<file path="src/rtl/reduce_pkg.sv">
// Shared types and helpers for the pipelined lane reducer.
package reduce_pkg;

  typedef enum logic [1:0] {
    OP_AND  = 2'b00,
    OP_OR   = 2'b01,
    OP_XOR  = 2'b10,
    OP_NAND = 2'b11
  } reduce_op_e;

  // Per-bit identity; callers replicate it across the lane width.
  function automatic logic identity(reduce_op_e op);
    return (op == OP_AND) || (op == OP_NAND);
  endfunction

  // NAND reduces as AND; the inversion is applied once, at the output.
  function automatic logic combine(reduce_op_e op, logic a, logic b);
    case (op)
      OP_OR:   return a | b;
      OP_XOR:  return a ^ b;
      default: return a & b;
    endcase
  endfunction

  function automatic int num_stages(int num, int reg_every);
    int levels;
    levels = $clog2(num);
    if (num <= 1 || reg_every <= 0) return 0;
    return (levels + reg_every - 1) / reg_every;
  endfunction

endpackage

</file>
<file path="src/rtl/reduce_level.sv">
// One tree level: pairwise-combines N_IN lanes into N_IN/2, optionally behind
// a valid/ready register stage.
module reduce_level
  import reduce_pkg::*;
#(
  parameter int N_IN  = 2,
  parameter int WIDTH = 64,
  parameter int REG   = 1
) (
  input  logic                      clk,
  input  logic                      rst_n,
  input  logic                      in_valid,
  output logic                      in_ready,
  input  logic [N_IN*WIDTH-1:0]     in_data,
  input  logic [1:0]                in_op,
  input  logic                      in_last,
  output logic                      out_valid,
  input  logic                      out_ready,
  output logic [N_IN/2*WIDTH-1:0]   out_data,
  output logic [1:0]                out_op,
  output logic                      out_last
);

  localparam int N_OUT = N_IN / 2;

  logic [N_OUT*WIDTH-1:0] red;

  always_comb begin
    red = '0;
    for (int i = 0; i < N_OUT; i++) begin
      for (int b = 0; b < WIDTH; b++) begin
        red[i*WIDTH+b] = combine(reduce_op_e'(in_op),
                                 in_data[2*i*WIDTH+b],
                                 in_data[(2*i+1)*WIDTH+b]);
      end
    end
  end

  if (REG != 0) begin : g_reg
    logic                   valid_q, valid_d;
    logic                   last_q, last_d;
    logic [1:0]             op_q, op_d;
    logic [N_OUT*WIDTH-1:0] data_q, data_d;
    logic                   adv;

    assign adv = !valid_q || out_ready;

    always_comb begin
      valid_d = adv ? in_valid : valid_q;
      data_d  = data_q;
      op_d    = op_q;
      last_d  = last_q;
      if (adv && in_valid) begin
        data_d = red;
        op_d   = in_op;
        last_d = in_last;
      end
    end

    always_ff @(posedge clk) begin
      if (!rst_n) begin
        valid_q <= 1'b0;
        data_q  <= '0;
        op_q    <= '0;
        last_q  <= 1'b0;
      end else begin
        valid_q <= valid_d;
        data_q  <= data_d;
        op_q    <= op_d;
        last_q  <= last_d;
      end
    end

    assign in_ready  = adv;
    assign out_valid = valid_q;
    assign out_data  = data_q;
    assign out_op    = op_q;
    assign out_last  = last_q;
  end else begin : g_comb
    logic unused_clk_rst;
    assign unused_clk_rst = clk & rst_n;

    assign in_ready  = out_ready;
    assign out_valid = in_valid;
    assign out_data  = red;
    assign out_op    = in_op;
    assign out_last  = in_last;
  end

endmodule

</file>
<file path="src/rtl/axi_reduce_pipe.sv">
// Pipelined NUM-lane bitwise reducer with per-lane mask and optional
// multi-beat folding into one result per packet.
module axi_reduce_pipe
  import reduce_pkg::*;
#(
  parameter int NUM       = 8,
  parameter int WIDTH     = 64,
  parameter int REG_EVERY = 1,
  parameter int ACCUM     = 1
) (
  input  logic                 clk,
  input  logic                 rst_n,
  input  logic                 in_valid,
  output logic                 in_ready,
  input  logic [NUM*WIDTH-1:0] in_data,
  input  logic [NUM-1:0]       in_mask,
  input  logic [1:0]           in_op,
  input  logic                 in_last,
  output logic                 out_valid,
  input  logic                 out_ready,
  output logic [WIDTH-1:0]     out_data
);

  localparam int LEVELS = $clog2(NUM);
  localparam int P      = 1 << LEVELS;
  localparam int RE     = (REG_EVERY > 0) ? REG_EVERY : 1;

  logic             first_q, first_d;
  logic [1:0]       op_q, op_d;
  logic [1:0]       op_cur;
  logic             src_last, src_ready, accept, id_bit;
  logic [P*WIDTH-1:0] lanes;

  assign op_cur   = first_q ? in_op : op_q;
  assign src_last = (ACCUM == 0) ? 1'b1 : in_last;
  assign in_ready = src_ready & rst_n;
  assign accept   = in_valid & in_ready;
  assign id_bit   = identity(reduce_op_e'(op_cur));

  always_comb begin
    first_d = first_q;
    op_d    = op_q;
    if (accept) begin
      if (first_q) op_d = in_op;
      first_d = src_last;
    end
  end

  // Masked lanes and power-of-two padding both take the operator identity.
  for (genvar i = 0; i < P; i++) begin : g_lane
    if (i < NUM) begin : g_real
      assign lanes[i*WIDTH +: WIDTH] = in_mask[i] ? in_data[i*WIDTH +: WIDTH]
                                                  : {WIDTH{id_bit}};
    end else begin : g_pad
      assign lanes[i*WIDTH +: WIDTH] = {WIDTH{id_bit}};
    end
  end

  logic             acc_rdy;
  logic [WIDTH-1:0] tail_dat;
  logic [1:0]       tail_op;
  logic             tail_vld, tail_lst;

  // Level 0 is the masked input; level l is the output of the l-th halving.
  for (genvar l = 0; l <= LEVELS; l++) begin : g_lvl
    localparam int NL = P >> l;
    logic [NL*WIDTH-1:0] dat;
    logic [1:0]          op;
    logic                vld, lst, rdy_up, rdy_dn;

    if (l == 0) begin : g_src
      assign dat    = lanes;
      assign vld    = in_valid;
      assign op     = op_cur;
      assign lst    = src_last;
      assign rdy_up = rdy_dn;
    end else begin : g_red
      localparam int REG_L = ((REG_EVERY > 0) && ((l % RE) == 0 || l == LEVELS)) ? 1 : 0;
      reduce_level #(.N_IN(2*NL), .WIDTH(WIDTH), .REG(REG_L)) u_level (
        .clk       (clk),
        .rst_n     (rst_n),
        .in_valid  (g_lvl[l-1].vld),
        .in_ready  (rdy_up),
        .in_data   (g_lvl[l-1].dat),
        .in_op     (g_lvl[l-1].op),
        .in_last   (g_lvl[l-1].lst),
        .out_valid (vld),
        .out_ready (rdy_dn),
        .out_data  (dat),
        .out_op    (op),
        .out_last  (lst)
      );
    end

    if (l == LEVELS) begin : g_tail
      assign rdy_dn = acc_rdy;
    end else begin : g_link
      assign rdy_dn = g_lvl[l+1].rdy_up;
    end
  end

  assign src_ready = g_lvl[0].rdy_up;
  assign tail_dat  = g_lvl[LEVELS].dat;
  assign tail_op   = g_lvl[LEVELS].op;
  assign tail_vld  = g_lvl[LEVELS].vld;
  assign tail_lst  = g_lvl[LEVELS].lst;

  logic [WIDTH-1:0] acc_q, acc_d, out_data_q, out_data_d, folded;
  logic             acc_active_q, acc_active_d, out_valid_q, out_valid_d, take;
  reduce_op_e       tail_op_e;

  assign tail_op_e = reduce_op_e'(tail_op);
  assign acc_rdy   = !out_valid_q || out_ready;
  assign take      = acc_rdy && tail_vld;

  always_comb begin
    folded = tail_dat;
    if (acc_active_q) begin
      for (int b = 0; b < WIDTH; b++) folded[b] = combine(tail_op_e, acc_q[b], tail_dat[b]);
    end
  end

  always_comb begin
    acc_d        = acc_q;
    acc_active_d = acc_active_q;
    out_valid_d  = out_valid_q;
    out_data_d   = out_data_q;
    if (out_valid_q && out_ready) out_valid_d = 1'b0;
    if (take) begin
      acc_d = folded;
      if (tail_lst) begin
        out_valid_d  = 1'b1;
        out_data_d   = (tail_op_e == OP_NAND) ? ~folded : folded;
        acc_active_d = 1'b0;
      end else begin
        acc_active_d = 1'b1;
      end
    end
  end

  always_ff @(posedge clk) begin
    if (!rst_n) begin
      first_q      <= 1'b1;
      op_q         <= '0;
      acc_q        <= '0;
      acc_active_q <= 1'b0;
      out_valid_q  <= 1'b0;
      out_data_q   <= '0;
    end else begin
      first_q      <= first_d;
      op_q         <= op_d;
      acc_q        <= acc_d;
      acc_active_q <= acc_active_d;
      out_valid_q  <= out_valid_d;
      out_data_q   <= out_data_d;
    end
  end

  assign out_valid = out_valid_q;
  assign out_data  = out_data_q;

endmodule

</file>
<file path="config.mk">
export PLATFORM = sky130hd
export DESIGN_NAME = axi_reduce_pipe
export DESIGN_NICKNAME = d
export VERILOG_FILES = /design/src/rtl/reduce_pkg.sv /design/src/rtl/reduce_level.sv /design/src/rtl/axi_reduce_pipe.sv
export SDC_FILE = /design/constraint.sdc
export NUM_CORES = 2
export LEC_CHECK = 0
export BUFFER_PORTS_ARGS = -buffer_cell sky130_fd_sc_hd__buf_2
export CORE_ASPECT_RATIO = 0.7
export CORE_UTILIZATION = 61
export CTS_BUF_LIST = sky130_fd_sc_hd__clkbuf_4 sky130_fd_sc_hd__clkbuf_8 sky130_fd_sc_hd__clkbuf_16
export DETAILED_ROUTE_END_ITERATION = 10
export PLACE_DENSITY = 0.9
export REMOVE_ABC_BUFFERS = 1
export SLEW_MARGIN = 20
export SYNTH_ARGS = -nofsm -noshare
export SYNTH_HDL_FRONTEND = slang
export SYNTH_SLANG_ARGS = --single-unit
</file>
<file path="constraint.sdc">
create_clock -name clk -period 3.63 [get_ports clk]
set_input_delay 0.5445 -clock clk [delete_from_list [all_inputs] [get_ports clk]]
set_output_delay 0.5445 -clock clk [all_outputs]
set_load 0.01 [all_outputs]
</file>
==> metrics.yaml <==
clock-skew-final_ns: 0.02335
clk_latency_ns: 0.63
drt_drc_violations_left: 0
syn-mean-instance-area_sq_um: 7.354
r2r-start: "first_q"
asyncSetResetFlopFracSynth_pct: 0
route.detailed.wl_per_inst_um: 19.26
initial_core_util_pct: 61.83
finalCritPeriodShare_pct: 85.79
synth-adder-area-share_pct: 23.66
syn_inst: 7428
post_cts.repair.setup_buffers: 0
port-buffer-count: 592
antenna_violating_nets_remaining: 0
number_of_global_route_vias_before_repair: 51450
max_slew_headroom_at_the_worst_pin_pct: 28.59
cts_htree_levels: 3
worst_r2r_endpoint: "g_lvl[1].g_red.u_level.out_data[75]"
die_y_um: 252.4
num_io_pins: 593
grt_pass1_wl_um: 268100
critPathCapture: "g_lvl[1].g_red.u_level.out_data[75]"
synth_top_family_by_area: "adder cells"
synth.area.top_cells: "sky130_fd_sc_hd__ha_1 24%, sky130_fd_sc_hd__dfxtp_1 22%, sky130_fd_sc_hd__inv_1 10%, sky130_fd_sc_hd__a221o_1 8.2%, sky130_fd_sc_hd__nand3_1 6.5%"
path_clk_slew_ns: 0.06
p_leak_uw: 0.03271
post_route_minimum_period_ns: 3.114
share_of_the_synthesized_area_in_compound_gates_ao_oa_aoi_oai_pct: 19.70
hold_path_class: "input pin to register"
clock_tree.buffer_depth: 3
slew_viol_final: 0
nFillCells: 6954
synth-xor-area-share_pct: 0
cts_root_buffer: "sky130_fd_sc_hd__clkbuf_16"
synth_mux_area_share_pct: 0.03665
die_x_um: 359.7
timing.final.hold_violations: 0
tightest_slew_ns: 1.071
synthDominantCellAreaShare_pct: 23.66
fp.coreArea_sq_mm: 0.08835
outcome: "completed"
num_rows: 91
clock_tree_from_tritoncts: "done"
grt_start_max_net_pins: 155
synth_simple_gate_area_share_pct: 19.88
synth_seq_area_share_pct: 21.73
required_time_worst_endpoint_ns: 4.12
cts_resized: 0
vias_per_cell: 5.989
areaGrowthSynthToFinish_pct: 11.11
synth_most_common_cell: "sky130_fd_sc_hd__inv_1"
rrSetupSlack_ns: 0.52
antenna_found_initial: 5
setup_viol: 0
design.die.area_sq_mm: 0.09077
vdd_drop_max_v: 0.0002898
post_synth_most_frequent_cells: "1,520 x sky130_fd_sc_hd__inv_1, 1,033 x sky130_fd_sc_hd__ha_1, 803 x sky130_fd_sc_hd__nand2_1"
synth.cell_area_sq_mm: 0.05463
drt_iter0_markers: 5717
routed_vias: 53140
ys_dominant_reg_cell: "sky130_fd_sc_hd__dfxtp_1"
setup.worst_path.class: "register to register"
worstSetupEndpointType: "register"
cts_hold_repair.buffers: 0
setup-tns-final_ns: 0
groute.usage.overall_pct: 36.44
crit_path_max_fanout: 64
synth-warning-count: 0
place.detailed.hpwl_um: 117000
worst_setup_path_startpoint: "first_q"
cts_buffers: 66
timing.critical_path.arrival_ns: 3.60
synth_top_cell_by_area: "sky130_fd_sc_hd__ha_1"
drtPass1Iterations: 6
post-route-util_pct: 68.70
drive_above_1_share_pct: 11.42
design.final.nets: 9213
fmax_mhz: 321.1
synth_enable_flop_cells: 0
synth.ff_latch_count: 593
unrepaired_setup_endpoints_after_global_routing: "false"
worst-r2r-cell-count: 11
pwr_density_cell_mw_per_mm2: 360.5
synth_cell_type_count: 41
globalRouteOverflowTotal: 0
timing.critical_path.from_type: "register"
routabilityCongestion: 0.8717
maxCapViolations: 0
route.final.wire_length_um: 170900
clkSinkCount: 593
whs_ns: 0.1800
==> stage by stage <==
| stage | worst slack (ns) | instances | cell area (sq um) | power, uW |
|---|---|---|---|---|
| CTS | 0.5869 | 8868 | 60690 | 21790 |
| global route | 0.4268 | 8871 | 60690 | 23090 |
| detailed placement | 0.3753 | 8747 | 58330 | 14400 |
| global placement | 0.4436 | 8747 | 58330 | 13870 |
| finish | 0.5160 | 8873 | 60700 | 21880 |
| floorplan | -10.68 | 6856 | 52150 | 12750 |
==> routing by layer <==
layer / up-vias / global-route usage [%] / share of wire, %
met4: 0 / 19.88 / 5.5
li1: 24850 / - / -
met3: 576 / 5.989 / 9.6
met5: - / 0 / 0
met1: 24970 / 45.41 / 39
met2: 2746 / 60.20 / 45
==> final cells by class <==
class	count	area, sq um	area share, %
Sequential cell	593	11880	19.56
Antenna cell	5	12.51	0.02061
Timing Repair Buffer	729	4499	7.413
Clock inverter	22	281.5	0.4638
Tap cell	1162	1454	2.395
Multi-Input combinational cell	4742	34790	57.32
Inverter	1521	5709	9.406
Clock buffer	99	2074	3.418
==> placed cells by master, fill, tap and decap left out, types with 69 or more instances in the layout <==
| cell | instances |
|---|---|
| sky130_fd_sc_hd__a21boi_1 | 90 |
| sky130_fd_sc_hd__ha_1 | 1025 |
| sky130_fd_sc_hd__nor3_1 | 111 |
| sky130_fd_sc_hd__nand2_1 | 801 |
| sky130_fd_sc_hd__clkbuf_16 | 71 |
| sky130_fd_sc_hd__o21a_1 | 76 |
| sky130_fd_sc_hd__nor2_1 | 69 |
| sky130_fd_sc_hd__o21ai_0 | 74 |
| sky130_fd_sc_hd__dfxtp_1 | 592 |
| sky130_fd_sc_hd__a21oi_1 | 286 |
| sky130_fd_sc_hd__inv_1 | 1520 |
| sky130_fd_sc_hd__a221o_1 | 448 |
| sky130_fd_sc_hd__buf_2 | 587 |
| sky130_fd_sc_hd__o21ai_1 | 223 |
| sky130_fd_sc_hd__nand3_1 | 705 |
| sky130_fd_sc_hd__nand2b_1 | 477 |
| sky130_fd_sc_hd__a21boi_0 | 110 |
| sky130_fd_sc_hd__buf_4 | 102 |
==> registers in the layout, indices dropped and copies added, names as in the netlist <==
name,count
g_lvl.g_red.u_level.out_op,6
out_data,64
op_q,2
g_lvl.g_red.u_level.out_last,3
acc_active_q,1
g_lvl.g_red.u_level.out_valid,3
acc_q,64
g_lvl.g_red.u_level.out_data,448
out_valid,1
first_q,1
==> worst min path at each step <==
stage	start	to	slack (ns)	depth (start not counted)
after floorplan	op_q[0]	op_q[0]	0.44	2
after global placement	g_lvl[1].g_red.u_level.out_last	g_lvl[2].g_red.u_level.out_last	0.45	2
after detailed placement	op_q[1]	op_q[1]	0.46	2
after CTS	in_valid	g_lvl[1].g_red.u_level.out_valid	0.14	2
after global routing	in_valid	g_lvl[1].g_red.u_level.out_valid	0.16	2
final	in_valid	g_lvl[1].g_red.u_level.out_valid	0.18	2
==> power breakdown <==
group | switching [uW] | internal (uW) | total [uW] | leakage [uW]
logic | 4240 | 2830 | 7070 | 0.0267
clock network | 3030 | 4400 | 7440 | 0.00117
registers | 442 | 6940 | 7380 | 0.00483
total | 7710 | 14200 | 21900 | 0.0327
==> worst max-delay path: stages (launching register included) <==
cell	delay, ns
sky130_fd_sc_hd__dfxtp_1	0.40
sky130_fd_sc_hd__mux2i_1	0.34
sky130_fd_sc_hd__inv_1	0.15
sky130_fd_sc_hd__ha_4	0.36
sky130_fd_sc_hd__buf_4	0.18
sky130_fd_sc_hd__nor2b_4	0.17
sky130_fd_sc_hd__buf_12	0.33
sky130_fd_sc_hd__a21oi_1	0.13
sky130_fd_sc_hd__ha_1	0.32
sky130_fd_sc_hd__a221o_1	0.35
sky130_fd_sc_hd__nand3_1	0.09
sky130_fd_sc_hd__o21ai_1	0.08
==> cells by family after synthesis <==
kind of cell,after synthesis
simple gates,2242
buf+inv,2093
compound gates,1465
fa+ha+maj,1033
flops,593
mux,2
(Power assumes the default switching activity.)
